$ cat src/rtl/port_rd_backend.sv
// Egress read backend: turns packet descriptors into SRAM word requests
// and streams the returned words to the port with SOP/EOP framing.
module port_rd_backend #(
    parameter int FIFO_DEPTH = 4
) (
    input  logic        clk,
    input  logic        rst_n,
    input  logic        pkt_vld,
    input  logic [8:0]  pkt_length,
    output logic        pkt_rdy,
    output logic        xfer_req,
    input  logic        xfer_data_vld,
    input  logic [15:0] xfer_data,
    input  logic        ready,
    output logic        rd_sop,
    output logic        rd_eop,
    output logic        rd_vld,
    output logic [15:0] rd_data,
    output logic        len_err
);

    localparam int AW = $clog2(FIFO_DEPTH);
    localparam int CW = AW + 2;

    typedef enum logic [1:0] {
        IDLE,
        SOP,
        DATA,
        EOP
    } state_t;

    state_t         state;
    state_t         state_n;
    logic [8:0]     len;
    logic [8:0]     req_cnt;
    logic [8:0]     out_cnt;
    logic [AW:0]    fifo_cnt;
    logic [1:0]     inflight;
    logic [AW-1:0]  wr_ptr;
    logic [AW-1:0]  rd_ptr;
    logic [15:0]    mem [FIFO_DEPTH];
    logic [CW-1:0]  credit;
    logic           accept;
    logic           zero_len;
    logic           active;
    logic           issue;
    logic           push;
    logic           pop;
    logic           last_beat;

    // The request sitting in xfer_req has not reached inflight yet,
    // so it is charged against the FIFO credit as well.
    always_comb begin
        accept    = pkt_vld && pkt_rdy;
        zero_len  = (pkt_length == 9'd0);
        active    = (state == SOP) || (state == DATA);
        credit    = CW'(fifo_cnt) + CW'(inflight) + CW'(xfer_req);
        issue     = active && (req_cnt < len)
                    && (credit < CW'(FIFO_DEPTH));
        push      = active && xfer_data_vld;
        pop       = (state == DATA) && ready && (fifo_cnt != '0);
        last_beat = pop && ((out_cnt + 9'd1) == len);
    end

    always_comb begin
        state_n = state;
        unique case (state)
            IDLE: if (accept && !zero_len) state_n = SOP;
            SOP:  state_n = DATA;
            DATA: if (last_beat) state_n = EOP;
            EOP:  state_n = IDLE;
            default: state_n = IDLE;
        endcase
    end

    always_ff @(posedge clk) begin
        if (!rst_n) begin
            state    <= IDLE;
            pkt_rdy  <= 1'b0;
            xfer_req <= 1'b0;
            rd_sop   <= 1'b0;
            rd_eop   <= 1'b0;
            rd_vld   <= 1'b0;
            rd_data  <= '0;
            len_err  <= 1'b0;
            len      <= '0;
            req_cnt  <= '0;
            out_cnt  <= '0;
            fifo_cnt <= '0;
            inflight <= '0;
            wr_ptr   <= '0;
            rd_ptr   <= '0;
        end else begin
            state    <= state_n;
            pkt_rdy  <= (state_n == IDLE);
            xfer_req <= issue;
            rd_sop   <= (state == SOP);
            rd_eop   <= (state == EOP);
            rd_vld   <= pop;
            len_err  <= accept && zero_len;
            if (accept) begin
                len     <= pkt_length;
                req_cnt <= '0;
                out_cnt <= '0;
            end else begin
                if (issue) req_cnt <= req_cnt + 9'd1;
                if (pop)   out_cnt <= out_cnt + 9'd1;
            end
            inflight <= inflight + 2'(xfer_req) - 2'(push);
            fifo_cnt <= fifo_cnt + (AW+1)'(push) - (AW+1)'(pop);
            if (push) wr_ptr <= wr_ptr + AW'(1);
            if (pop) begin
                rd_data <= mem[rd_ptr];
                rd_ptr  <= rd_ptr + AW'(1);
            end
        end
    end

    always_ff @(posedge clk) begin
        if (push) mem[wr_ptr] <= xfer_data;
    end

endmodule

$ cat config.mk
export PLATFORM = sky130hd
export DESIGN_NAME = port_rd_backend
export DESIGN_NICKNAME = d
export VERILOG_FILES = /design/src/rtl/port_rd_backend.sv
export SDC_FILE = /design/constraint.sdc
export NUM_CORES = 1
export LEC_CHECK = 0
export CORE_MARGIN = 2
export CORE_UTILIZATION = 30
export DETAILED_ROUTE_END_ITERATION = 16
export GPL_ROUTABILITY_DRIVEN = 1
export HOLD_SLACK_MARGIN = 0.05
export PLACE_DENSITY_LB_ADDON = 0.15
export SLEW_MARGIN = 5
export SYNTH_ARGS = -nofsm -noshare
export SYNTH_HDL_FRONTEND = slang
export SYNTH_SLANG_ARGS = --single-unit
$ cat constraint.sdc
create_clock -name clk -period 3.53 [get_ports clk]
set_input_delay 0.706 -clock clk [delete_from_list [all_inputs] [get_ports clk]]
set_output_delay 0.706 -clock clk [all_outputs]
set_load 0.02 [all_outputs]
==> run_results.csv <==
group,metric,value,unit
finish,ff_latch_area,3123,µm²
synthesis,synth_cells,426,
placed_design,hpwl,7495,µm
cts,cts_buffer_depth,2,
finish,fin_area,6603,µm²
synthesis,synth-edff-count,64,
grt,grt.overflow.total,0,
synthesis,synth_top_area_share,36.91,%
timing,max-slew-margin-rel,38.74,%
synthesis,synth.area.top_cells,"edfxtp_1 37%, dfxtp_1 23%, mux4_2 6.9%",
power,power_density,582.2,nW/µm²
cts,cts_max_level,4,
worst_hold_path,holdCritPathClass,"flip-flop to flip-flop",
floorplanning,start_util,30.42,%
cts,cts.reportedPaths.clkPinSlew,0.06,ns
cts,cts_hold_buf,0,
setup_path,critical_path_class,"flip-flop to flip-flop",
timing,slew_viol_final,0,
floorplanning,core,17120,µm²
floorplanning,die_w,135.8,µm
setup_path,worstPathMaxFanout,15,
setup_path,cp.required,3.86,ns
finish,fillers,1647,
timing,period_needed,2.769,ns
synthesis,async_reset_ff_share,0,%
setup_path,worst_setup_path_start_kind,"flip-flop",
detailed_routing,drt_iter0_markers,144,
timing,fmax,361.2,MHz
synthesis,ys_seq_area_share,59.97,%
setup_path,critPathCaptureType,"flip-flop",
cts,postCtsSetupBuffers,0,
grt,first_global_vias,3388,
setup_path,slowest_stage,"or4_1",
grt,antenna_found_initial,0,
synthesis,yosysWarnings,0,
finish,layout_commonest_cell,"nand2_1",
cts,cts_tree,"done",
synthesis,netlist-cell-type-count,45,
cts,cts-root-buf,"clkbuf_16",
placed_design,gp_congestion,0.7266,
detailed_routing,vias,3343,
detailed_routing,wl,11400,µm
cts,clk_latency,0.41,ns
finish,fin_nets,540,
floorplanning,ioPinCount,52,
cts,numCtsBuffers,17,
synthesis,synth_top_area_cell,"edfxtp_1",
power,vdd_drop_max,0.0003582,V
timing,tns,0,ns
grt,grt_max_degree,28,
setup_path,cp.arrival,3.10,ns
cts,cts_resized,0,
detailed_routing,vias_per_cell,4.624,
grt,grt_pass1_wl,17910,µm
cts,clock_sinks,124,
finish,layout_common_cells,"65 x nand2_1, 64 x edfxtp_1, 60 x dfxtp_1, 51 x clkdlybuf4s50_1, 40 x a21oi_1",
power,total_power,0.003844,W
synthesis,ys.flop_type,"edfxtp_1",
floorplanning,rows,48,
finish,antennaDiodeCount,0,
timing,hold_viol,0,
timing,hold_slack,0.4564,ns
finish,multi_input_area,1956,µm²
timing,rsz0062_at_grt,"no",
floorplanning,die_area,18430,µm²
finish,area.growth.synth_to_final,26.79,%
detailed_routing,ant_nets,0,
setup_path,crit_chain,"inv_1 -> ha_1 -> or4b_4 -> a2111oi_4 -> o21ai_2 -> or4_1 -> a21oi_1",
grt,grtUsageTotal,13.17,%
finish,drive_gt1_share,12.65,%
timing,skew,0.007397,ns
floorplanning,chipHeight,135.8,µm
synthesis,ys_ff_latch,124,
placed_design,place_area,5979,µm²
placed_design,io_buffers,51,
detailed_routing,drt_first_pass_iters,5,
setup_path,slowest_delay,0.55,ns
flow_run,drv_cap,0,
synthesis,syn-cell-area,5207,µm²
synthesis,syn_nets,481,
timing,setup_violations,0,
detailed_routing,drc,0,
status,outcome,"finished clean",
detailed_routing,wl_per_cell,15.76,µm
timing,tightest_slew,0.9177,ns
synthesis,syn_area_per_cell,12.22,µm²
power,p_leak,2.256,nW
timing,min_period_over_period,78.43,%
[report_power, final]
part | total [W] | leakage [nW] | switching (W) | internal, W
Combinational | 0.000378 | 0.903 | 0.000208 | 0.000170
Clock | 0.00183 | 0.291 | 0.000646 | 0.00118
Sequential | 0.00164 | 1.06 | 0.0000488 | 0.00159
[registers in the layout, summed over array words and instances (netlist names)]
| signal | flops |
|---|---|
| out_cnt | 9 |
| xfer_req | 1 |
| len_err | 1 |
| rd_vld | 1 |
| rd_ptr | 2 |
| state | 2 |
| fifo_cnt | 3 |
| rd_data | 16 |
| rd_sop | 1 |
| inflight | 2 |
| pkt_rdy | 1 |
| mem | 64 |
| wr_ptr | 2 |
| req_cnt | 9 |
| rd_eop | 1 |
| len | 9 |
[per-layer routing]
layer  track usage, %  up-vias  part of all wire, %
met5                0        -                    0
met4            5.208        0                  1.4
li1                 -     1646                    -
met1            15.62     1622                   44
met2            22.56       62                   50
met3            3.704       13                  3.8
[cells by family after synthesis]
family | share of synthesized area, %
and+or+nand+nor | 12.18
DFF | 59.97
AOI/OAI and AO/OA | 7.232
buffers and inverters | 2.811
xor gates and xnor gates | 4.541
adders and majority gates | 6.151
muxes | 7.112
[worst max-delay path: cells and delay by family, from the launching register on]
kind,cells,cell delay [ns]
AND/OR/NAND/NOR,2,1.07
AO/OA/AOI/OAI,3,0.72
adder cells (fa/ha/maj),1,0.43
flip-flops,1,0.39
buffers and inverters,1,0.08
[path summary, 6_finish.rpt]
kind | from | end | slack, ns | cells after the start
max reg2reg | state[0] | req_cnt[5] | 0.76 | 7
min reg2reg | rd_data[5] | rd_data[5] | 0.46 | 2
min | rd_data[5] | rd_data[5] | 0.46 | 2
max | state[0] | req_cnt[5] | 0.76 | 7
[area by class of cell]
type,instances,area share [%]
clock buffers,18,6.500
repair buffers,55,8.186
clock inverters,14,2.937
flip-flops and latches,124,47.30
inverters,21,1.194
multi-input cells,266,29.62
well taps,225,4.264
[metrics by stage]
| step | instances | setup WS [ns] | utilization (%) |
|---|---|---|---|
| after detailed placement | 691 | 0.7320 | 34.93 |
| after floorplan | 426 | 0.7815 | - |
| final | 723 | 0.7613 | 38.57 |
| after CTS | 723 | 0.7434 | 38.57 |
| after global routing | 723 | 0.5537 | 38.57 |
| after global placement | 691 | 0.7866 | 34.93 |
[cell usage after synthesis, types with 2 or more instances]
| cell | count |
|---|---|
| dfxtp_1 | 60 |
| edfxtp_1 | 64 |
| o21a_1 | 2 |
| o21ai_0 | 7 |
| nand3_1 | 8 |
| and2_1 | 6 |
| nor4_1 | 4 |
| mux4_2 | 16 |
| a21oi_1 | 40 |
| clkbuf_1 | 11 |
| or3_1 | 4 |
| nand4_1 | 5 |
| and3_2 | 4 |
| or4_1 | 2 |
| o31a_2 | 2 |
| xor2_1 | 11 |
| xnor2_1 | 16 |
| o31ai_1 | 3 |
| and3_1 | 2 |
| nor3_1 | 7 |
| nand2_1 | 65 |
| ha_1 | 24 |
| buf_1 | 2 |
| inv_1 | 20 |
| nor2_1 | 21 |
(Power assumes the default switching activity.)
==> RTL change (same settings) <==
The 4 states of `state_t` get a one-hot encoding in 4 bits.
--- a/src/rtl/port_rd_backend.sv
+++ b/src/rtl/port_rd_backend.sv
@@ -22,11 +22,11 @@
     localparam int AW = $clog2(FIFO_DEPTH);
     localparam int CW = AW + 2;
 
-    typedef enum logic [1:0] {
-        IDLE,
-        SOP,
-        DATA,
-        EOP
+    typedef enum logic [3:0] {
+        IDLE = 4'b0001,
+        SOP  = 4'b0010,
+        DATA = 4'b0100,
+        EOP  = 4'b1000
     } state_t;
 
     state_t         state;
Function: same outputs for any inputs over 10 cycles, from zero or initial values and one cycle with rst_n low; not proved beyond that.
==> RTL change against the unedited design <==
- sequential share of layout area down 0.83 points
- area after synthesis rose by 3.9%
- die area up 3.8%
- design area is 3.1% higher
- critical path depth stayed put
- count of clock-buffer cells in the layout rose by 1
- wire length is 6.0% higher
- sequential cell count grew 2
- worst setup slack lost 0.096 ns
Power is not compared: it rests on default switching activity, and its combinational part moved more than twofold at a synthesized area within 25%.
==> RTL change: results (changes against the unedited design) <==
Run status
  – Status: finished, final reports clean (unchanged)

Power
  – P_sw: just over 0.7 mW
  – Maximum VDD drop: 385 uV
  – Static leakage: 2.29 nW

Finish
  – Number of fill cells: 1713 (was 1647)
  – # diodes: 0 (unchanged)
  – Nets: 561 (was 540)
  – Share of post-route cells with drive strength above 1: 11.3% (was 12.7%)
  – Largest regs: mem x64, rd_data x16 (unchanged)

Synth
  – Sequential area share after synthesis: 58.4% (was 60.0%)
  – Asr flop ratio synth: 0% (unchanged)
  – Synth top cells by count: nand2_1 (72), edfxtp_1 (64), dfxtp_1 (62) (was nand2_1 (65), edfxtp_1 (64), dfxtp_1 (60))
  – Syn Nets: 502 (was 481)
  – Ys flop type: edfxtp_1 (unchanged)
  – Synth cell types: 45 (unchanged)
  – Top post-synthesis cells by area: edfxtp_1 (36%), dfxtp_1 (23%), mux4_2 (6.7%) (was edfxtp_1 (37%), dfxtp_1 (23%), mux4_2 (6.9%))
  – Post-synth EDFFs: 64 (unchanged)
  – Synth warn: 0 (unchanged)

Global routing
  – Antenna violations before repair: 0 (unchanged)
  – Global-route wire length before repair: 19500 um (was 17900 um)
  – GRT Total Usage: 13.3% (was 13.2%)
  – Largest net degree at the start of global routing: 27 (was 28)

Clock tree
  – Clock H-tree levels: 4 (unchanged)
  – Worst-path clk slew: 0.06 ns (about the same)
  – Clk Latency, worst-skew pair: 0.41 ns (about the same)
  – CTS Root Cell: clkbuf_16 (unchanged)
  – Number of setup buffers added after CTS: 0 (unchanged)
  – Max Root-Sink Buffers: 2 (unchanged)
  – Post-CTS sizing: 0 (unchanged)
  – CTS buffer count: 17 (unchanged)

Drt
  – DR vias: 3554 (was 3343)
  – DRC Markers: 0 (unchanged)
  – DR iter-0 viols: 203 (was 144)
  – Initial DRT Pass Iterations: 4 (was 5)
  – Routed WL per cell: 16.1 um (was 15.8 um)

Timing
  – Layout Skew: 0.00892 ns (was 0.00740 ns)
  – Max-slew headroom: 37.7% (was 38.7%)

Placement
  – GP Congestion: 0.784 (was 0.727)
  – Dpl hpwl: 7940 um (was 7490 um)
  – IO Port Bufs: 51 (unchanged)

Setup path
  – CP Max Fanout: 16 (was 15)
  – CP Data Arrival Time: 3.20 ns (was 3.10 ns)

Min path
  – Hold Crit Class: reg -> reg (unchanged)
RTL change: final cells by class:
cell class / instances / area (um2) / area share [%]
Sequential cell: 126 / 3160 / 46.5
Clock inverter: 13 / 164 / 2.41
Clock buffer: 19 / 443 / 6.51
Inverter: 17 / 63.8 / 0.937
Tap cell: 229 / 287 / 4.21
Multi-Input combinational cell: 287 / 2100 / 30.9
Timing Repair Buffer: 61 / 586 / 8.60
RTL change: cells by family after synthesis:
group	synth area share, %
simple gates	15.0
mux	7.21
buf+inv	2.75
flops	58.4
compound gates	8.32
fa+ha+maj	4.99
xor+xnor	3.24
RTL change: power groups by stage:
| stage | Combinational (mW) | Clock (mW) | Sequential, mW |
|---|---|---|---|
| finish | 0.121 | 1.78 | 1.55 |
| global route | 0.134 | 1.90 | 1.55 |
| CTS | 0.123 | 1.83 | 1.55 |
| detailed placement | 0.122 | 0 | 1.58 |
| global placement | 0.120 | 0 | 1.58 |
| floorplan | 0.0589 | 0 | 1.58 |
RTL change: worst paths after layout:
kind | cells after the start | to | slack, ns | start
max reg2reg | 7 | req_cnt[6] | 0.67 | len[8]
min reg2reg | 2 | rd_data[9] | 0.46 | rd_data[9]
min | 2 | rd_data[9] | 0.46 | rd_data[9]
max | 7 | req_cnt[6] | 0.67 | len[8]
RTL change: critical path, cell delays in order, from the launching register on:
cell and delay [ns]:
dfxtp_1 0.37, inv_1 0.06, ha_1 0.36, a2111oi_2 0.37, o211ai_1 0.16, or4_1 0.77
or4_1 0.55, a21oi_1 0.16
RTL change: through the flow:
stage	area [um2]	hold WS (ns)	instances	power, mW	worst slack (ns)
after floorplan	5410	0.456	451	1.64	0.721
after global placement	6200	0.449	720	1.70	0.554
after detailed placement	6200	0.457	720	1.71	0.542
after CTS	6810	0.466	752	3.51	0.648
after global routing	6810	0.498	752	3.59	0.465
final	6810	0.462	752	3.46	0.665
RTL change: layer usage:
metal	track usage [%]	wire length, um	vias to the layer above
met5	0	0	-
met4	4.73	164	0
met3	3.50	341	9
li1	-	-	1756
met1	16.5	5560	1742
met2	22.5	6020	47
